**src/rtl/wino_btdb_22_21_stream.sv**
```systemverilog
// -----------------------------------------------------------------------------
// wino_btdb_22_21_stream
//
// Streaming Winograd input transform V = BT * d * B for the 22_21 tile shape.
//   BT = [[1,1,0],[1,-1,0],[-1,0,1]], B = identity in the 2-wide dimension.
// A 3x2 data tile arrives serially (row-major d[0..5]). It is buffered and
// transformed in one cycle, then emitted serially as the 3x2 tile v[0..5].
// There is no overlap between tiles: LOAD -> CALC -> SEND -> LOAD.
//
// Handshake (both ports): a beat transfers on a cycle where valid && ready
// are both high. While m_valid is high and m_ready is low, m_data and m_last
// are held and m_valid stays high until the beat is accepted.
//
// Ports
//   clk        in   single clock, rising edge
//   rst_n      in   asynchronous active-low reset
//   s_valid    in   input element valid
//   s_ready    out  input element accepted this cycle (high only in LOAD)
//   s_data     in   input element d[k], two's complement
//   s_last     in   upstream end-of-tile marker, checked only
//   m_valid    out  output element valid (high only in SEND)
//   m_ready    in   downstream accepts output element
//   m_data     out  output element v[k], two's complement
//   m_last     out  high with v[5]
//   frame_err  out  one-cycle pulse after a beat whose s_last disagrees
//                   with the element count
//   dbg_state  out  current FSM state (0 LOAD, 1 CALC, 2 SEND)
// -----------------------------------------------------------------------------
module wino_btdb_22_21_stream #(
    parameter int data_width = 20
) (
    input  logic                  clk,
    input  logic                  rst_n,
    input  logic                  s_valid,
    output logic                  s_ready,
    input  logic [data_width-1:0] s_data,
    input  logic                  s_last,
    output logic                  m_valid,
    input  logic                  m_ready,
    output logic [data_width-1:0] m_data,
    output logic                  m_last,
    output logic                  frame_err,
    output logic [1:0]            dbg_state
);

    typedef enum logic [1:0] {
        LOAD = 2'd0,
        CALC = 2'd1,
        SEND = 2'd2
    } state_t;

    state_t state;
    state_t state_nxt;

    logic [2:0]            in_cnt;
    logic [2:0]            out_cnt;
    logic [data_width-1:0] d_buf [6];
    logic [data_width-1:0] v_buf [6];
    logic                  s_fire;
    logic                  m_fire;

    // ---------------------------------------------------------------- FSM
    always_ff @(posedge clk or negedge rst_n) begin
        if (!rst_n) begin
            state <= LOAD;
        end else begin
            state <= state_nxt;
        end
    end

    always_comb begin
        state_nxt = state;
        s_ready   = 1'b0;
        m_valid   = 1'b0;
        case (state)
            LOAD: begin
                s_ready = 1'b1;
                if (s_valid && (in_cnt == 3'd5)) begin
                    state_nxt = CALC;
                end
            end
            CALC: begin
                state_nxt = SEND;
            end
            SEND: begin
                m_valid = 1'b1;
                if (m_ready && (out_cnt == 3'd5)) begin
                    state_nxt = LOAD;
                end
            end
            default: begin
                state_nxt = LOAD;
            end
        endcase
    end

    assign s_fire    = s_valid && s_ready;
    assign m_fire    = m_valid && m_ready;
    assign dbg_state = state;

    // ----------------------------------------------------------- counters
    // Element counts alone define tile boundaries; s_last never alters them.
    always_ff @(posedge clk or negedge rst_n) begin
        if (!rst_n) begin
            in_cnt    <= 3'd0;
            out_cnt   <= 3'd0;
            frame_err <= 1'b0;
        end else begin
            if (s_fire) begin
                in_cnt <= (in_cnt == 3'd5) ? 3'd0 : in_cnt + 3'd1;
            end
            if (m_fire) begin
                out_cnt <= (out_cnt == 3'd5) ? 3'd0 : out_cnt + 3'd1;
            end
            frame_err <= s_fire && (s_last != (in_cnt == 3'd5));
        end
    end

    // -------------------------------------------------------- tile buffers
    // Arithmetic wraps modulo 2^data_width: no widening, no saturation.
    always_ff @(posedge clk or negedge rst_n) begin
        if (!rst_n) begin
            for (int k = 0; k < 6; k++) begin
                d_buf[k] <= '0;
                v_buf[k] <= '0;
            end
        end else begin
            if (s_fire) begin
                for (int k = 0; k < 6; k++) begin
                    if (in_cnt == 3'(k)) begin
                        d_buf[k] <= s_data;
                    end
                end
            end
            if (state == CALC) begin
                for (int c = 0; c < 2; c++) begin
                    v_buf[0 + c] <= d_buf[0 + c] + d_buf[2 + c];
                    v_buf[2 + c] <= d_buf[0 + c] - d_buf[2 + c];
                    v_buf[4 + c] <= d_buf[4 + c] - d_buf[0 + c];
                end
            end
        end
    end

    // --------------------------------------------------------- output mux
    // Outputs are forced to zero outside SEND so nothing stale is visible.
    always_comb begin
        m_data = '0;
        m_last = 1'b0;
        if (state == SEND) begin
            m_last = (out_cnt == 3'd5);
            case (out_cnt)
                3'd0:    m_data = v_buf[0];
                3'd1:    m_data = v_buf[1];
                3'd2:    m_data = v_buf[2];
                3'd3:    m_data = v_buf[3];
                3'd4:    m_data = v_buf[4];
                3'd5:    m_data = v_buf[5];
                default: m_data = '0;
            endcase
        end
    end

endmodule

```
**config.mk**
```make
export PLATFORM = sky130hd
export DESIGN_NAME = wino_btdb_22_21_stream
export DESIGN_NICKNAME = d
export VERILOG_FILES = /design/src/rtl/wino_btdb_22_21_stream.sv
export SDC_FILE = /design/constraint.sdc
export NUM_CORES = 1
export LEC_CHECK = 0
export CORE_ASPECT_RATIO = 1.1
export CORE_MARGIN = 2
export CORE_UTILIZATION = 56
export CTS_CLUSTER_SIZE = 25
export DETAILED_ROUTE_END_ITERATION = 10
export PLACE_DENSITY = 0.77
export SYNTH_ARGS = -nofsm -noshare
export SYNTH_HDL_FRONTEND = slang
export SYNTH_SLANG_ARGS = --single-unit
```
**constraint.sdc**
```tcl
create_clock -name clk -period 2.56 [get_ports clk]
set_input_delay 0.64 -clock clk [delete_from_list [all_inputs] [get_ports clk]]
set_output_delay 0.64 -clock clk [all_outputs]
set_load 0.02 [all_outputs]
```
; ---- After elaboration in Yosys (flattened, before gate mapping)
; Index checks and enable logic that the tools add are counted.
[totals]
ff_bits = 249
latchBits = 0
ram_bits = 0
romBits = 0
in_bits = 25
output_inout_bits = 26
elab_cells = 64
n_memories = 0
[classes]
add_sub_neg = 8
multipliers = 0
div = 0
n_lt_le_gt_ge = 0
n_eq_ne = 15
shift = 0
mux = 10
n_bitwise = 0
reduce_logical = 15
[op_table]
columns = operator, count
row1 = 20-bit case mux with 6 select lines, 1
row2 = 20-bit subtractor, 4
row3 = 20-bit adder, 2
row4 = 20-bit two-way mux, 1
row5 = 2-bit AND reduction, 7
row6 = 3-bit by 2-bit == test with 1-bit output (second input constant), 4
row7 = 3-bit == test (second input constant), 4
row8 = 3-bit by 1-bit adder with 3-bit output (second input constant), 2
row9 = 3-bit by 1-bit == test with 1-bit output (second input constant), 2
row10 = 3-bit zero test, 2
row11 = 3-bit two-way mux, 2
row12 = 2-bit case mux with 3 select lines, 1
row13 = 1-bit logical AND, 5
row14 = 2-bit two-way mux, 2
row15 = 2-bit inequality test (second input constant), 2
row16 = 1-bit two-way mux, 3
row17 = 2-bit by 1-bit == test with 1-bit output (second input constant), 1
row18 = 2-bit == test (second input constant), 1
row19 = 2-bit zero test, 1
row20 = 1-bit inequality test, 1

; ---- Logic depth before layout (Yosys ltp)
[logic_depth]
word_depth = 4
mapped_depth = 10
depth_no_buf = 10

; ---- Worst setup path after synthesis
; OpenSTA, ideal clock, no wires.
[synth_path]
kind = register to output
startpoint = register out_cnt[0]
endpoint = output port m_data[14]
arrival_time_ns = 1.971
required_ns = 1.920
path_slack_ns = -0.051
stages_incl_launch_ff = 6
path_buffers = 2
cell_sequence = dfrtp_1 > clkbuf_1 > nor3_1 > clkbuf_1 > a22oi_1 > a31oi_1
[synth_between]
elab_chain_cells = 3
elab_cells_between_ends = 8
cone_classes = 5 x eq/ne / 2 x mux / 1 x reduce/logical
[synth_rtl]
columns = element, line
row1 = from (decl), 56  ; logic [2:0] out_cnt;
row2 = from (signal assigned), 113  ; out_cnt <= (out_cnt == 3'd5) ? 3'd0 : out_cnt + 3'd1;
row3 = "3-bit == test, or another cell as far along", 152  ; case (out_cnt)
row4 = 20-bit case mux with 6 select lines (*), 152
row5 = 20-bit two-way mux (*), 150  ; if (state == SEND) begin
row6 = to (decl), 40  ; output logic [data_width-1:0] m_data,
; Every way passes the cells marked *; elsewhere a longest branch is shown, timed or not.

; ---- Final worst setup path
[layout_path]
startpoint = register out_cnt[0]
endpoint = output port m_data[18]
; Same word-level chain as after synthesis.

==> flow_summary.toml <==
[status]
run_status = "finished, violations left"
violations = "negative setup slack"

[layout]
layout_common_cells = "sky130_fd_sc_hd__dfrtp_1, sky130_fd_sc_hd__nand2_1, sky130_fd_sc_hd__buf_4, sky130_fd_sc_hd__o21ai_0, sky130_fd_sc_hd__inv_1"
design_area_sq_um = 19400
diodes = 0
finalNonFillerCells = 2227
area_growth_pct = 25.0
drive_gt1_frac = 0.259
most_frequent_standard_cell_in_the_layout_excluding_fill_and_tap_cells = "sky130_fd_sc_hd__dfrtp_1"
final_net_count = 1999

[run]
max-cap-violations = 0

[clock_tree]
clockRootBuffer = "sky130_fd_sc_hd__clkbuf_16"
cts.sinks = 247
tritoncts_clock_tree = "done"
clk_pin_slew_ns = 0.06
clock_path_buffers = 3
cts_buffers = 27
htreeDepth = 1
post_cts_hold_buffer_count = 0
worst_skew_pair.late_latency_ns = 0.54

[logic_synthesis]
post_synth_instance_area_sq_um = 15500
netlist-cell-type-count = 64
postSynthNetCount = 1817
syn-instance-count = 1670
synthDominantCellAreaShare = 0.399
synth.avg_cell_area_sq_um = 9.27
synth_edf_count = 0
seq_area_frac_synth = 0.399
synthTopCellsByArea = "sky130_fd_sc_hd__dfrtp_1, sky130_fd_sc_hd__ha_1, sky130_fd_sc_hd__mux2_2"
post_synth_top_area_cell = "sky130_fd_sc_hd__dfrtp_1"
postSynth.asyncResetShare = 1.00
yosys_register_bits = 247
synthFlopType = "sky130_fd_sc_hd__dfrtp_1"
total_of_warnings_raised_by_yosys = 0

[placement]
placement.cell_area_sq_um = 17500
post-dp-hpwl_mm = 32.9
place.port_buffers = 50
globalplace.congestion = 0.942
dp_worst_setup_slack_ns = -0.220
dp_cells = 2160

[global_routing]
grt.met2_usage = 0.518
grt_first_pass_wirelength_mm = 69.5
first_global_vias = 13111
pin_count_of_the_biggest_net_entering_global_routing = 71
met1_usage = 0.413
groute.usage.overall = 0.305
grt_overflow = 0
antenna_violations_before_repair = 0
grt_most_used_layer = "met2"
grtUsageMet3 = 0.0302

[timing]
finalWorstSetupSlack_ns = -0.238
final.period_utilization = 1.09
worst_slew_slack_as_a_fraction_of_its_limit = 0.590
timing.final.hold_violations = 0
worst_clock_skew_ns = 0.0152
setup_total_negative_slack_ns = -4.08
worst-slew-pin-transition_ns = 0.614
max_clock_freq_ghz = 0.357
rsz0062_at_grt = "yes"
report.final.setup_viol = 20
period_needed_ns = 2.80
slew_viol_final = 0

[setup_path]
critPathArrivalTime_ns = 2.16
crit_path_start_kind = "register"
crit_family = "buffers and inverters"
worst-setup-path-type = "reg -> out"
crit_path_frequent_cell = "sky130_fd_sc_hd__buf_4"
slowest_stage = "sky130_fd_sc_hd__dfrtp_2"
crit_path_cell_trace = "nor2_2, and2_4, buf_4, buf_4, a22oi_2, a31oi_1, buf_4"
worstSetupEndpointType = "output port"
critPathRequiredTime_ns = 1.92
cp_num_buf_inv = 3
critical_path.max_fanout = 6
critPathMaxStageDelay_ns = 0.45

[die]
die_h_um = 178
core_sq_um = 27100
die_area_sq_um = 29000
row_count = 63
start_util = 0.571
num_io_pins = 51
chipWidth_um = 163

[worst_hold_path]
timing.hold.worst.class = "in -> async"

[routing]
detail_route.iter0.violations = 1075
drcViolationCount = 0
routed-via-count = 13440
via_per_inst = 6.04
detail_route.wl_per_cell_um = 20.2
ant_nets = 0
routed_wirelength_mm = 45.1
drt_first_pass_iters = 6
[kinds of logic after synthesis]
logic type	Yosys count	synth area share
AO/OA/AOI/OAI	495	0.204
XOR/XNOR	88	0.0498
adder cells (fa/ha/maj)	122	0.101
buffers and inverters	203	0.0502
flip-flops	247	0.399
multiplexers	107	0.0775
AND/OR/NAND/NOR	408	0.118
[layout make-up]
class	count	area, sq um
fillers	1964	7760
clock buffers	38	787
inverters	122	458
repair buffers	234	2030
multi-input cells	1220	9290
flip-flops and latches	247	6190
well taps	357	447
clock inverters	9	150
[registers in the layout (all words and copies together) (netlist names)]
name and flops:
d_buf 120, dbg_state 2, frame_err 1, in_cnt 3, out_cnt 3, v_buf 118
[synth_stat cells (9+ instances only)]
| library cell | count |
|---|---|
| sky130_fd_sc_hd__dfrtp_1 | 247 |
| sky130_fd_sc_hd__nand2_1 | 195 |
| sky130_fd_sc_hd__o21ai_0 | 165 |
| sky130_fd_sc_hd__inv_1 | 120 |
| sky130_fd_sc_hd__ha_1 | 116 |
| sky130_fd_sc_hd__mux2_2 | 103 |
| sky130_fd_sc_hd__nor2_1 | 79 |
| sky130_fd_sc_hd__a21oi_1 | 77 |
| sky130_fd_sc_hd__clkbuf_1 | 70 |
| sky130_fd_sc_hd__xnor2_1 | 63 |
| sky130_fd_sc_hd__a22oi_1 | 58 |
| sky130_fd_sc_hd__a31oi_1 | 31 |
| sky130_fd_sc_hd__a21o_1 | 30 |
| sky130_fd_sc_hd__nor3_1 | 28 |
| sky130_fd_sc_hd__xor2_1 | 25 |
| sky130_fd_sc_hd__o21a_1 | 24 |
| sky130_fd_sc_hd__nor2b_1 | 22 |
| sky130_fd_sc_hd__o31ai_1 | 22 |
| sky130_fd_sc_hd__nand2b_1 | 20 |
| sky130_fd_sc_hd__and3_1 | 15 |
| sky130_fd_sc_hd__nand3_1 | 14 |
| sky130_fd_sc_hd__a211oi_1 | 12 |
| sky130_fd_sc_hd__o211ai_1 | 11 |
| sky130_fd_sc_hd__o21bai_1 | 11 |
| sky130_fd_sc_hd__buf_2 | 9 |
[worst paths after layout]
path,start,to,slack [ns],depth (start not counted)
min in group clk,v_buf[44],v_buf[44],0.48,1
max in group asynchronous,rst_n,d_buf[16],1.76,2
worst max register to register,d_buf[81],v_buf[18],0,11
worst min-delay path,rst_n,d_buf[1],0.02,1
worst min register to register,v_buf[44],v_buf[44],0.48,1
worst max-delay path,out_cnt[0],m_data[18],-0.24,7
[through the flow]
step                       util  hold slack, ns
after floorplan               -           0.344
after global placement    0.644           0.461
after detailed placement  0.644           0.471
after CTS                 0.688          0.0468
after global routing      0.714          0.0502
final                     0.714          0.0166
[layer usage]
metal	up-vias	routed length, um
met5	-	0
met4	0	1660
met3	115	2570
met2	463	21500
met1	6594	19300
li1	6268	-
[timing repair]
item                                   4_1_cts  5_1_grt
gates cloned                                 0        1
pin swaps                                   11       48
endpoints found under the hold margin        0        0
gates resized for setup                    175      136
setup endpoints to repair                   38       65
setup buffers                                5       15
Power is not shown: default switching activity piles up to over one toggle a cycle in this logic, so the estimate is an artifact.
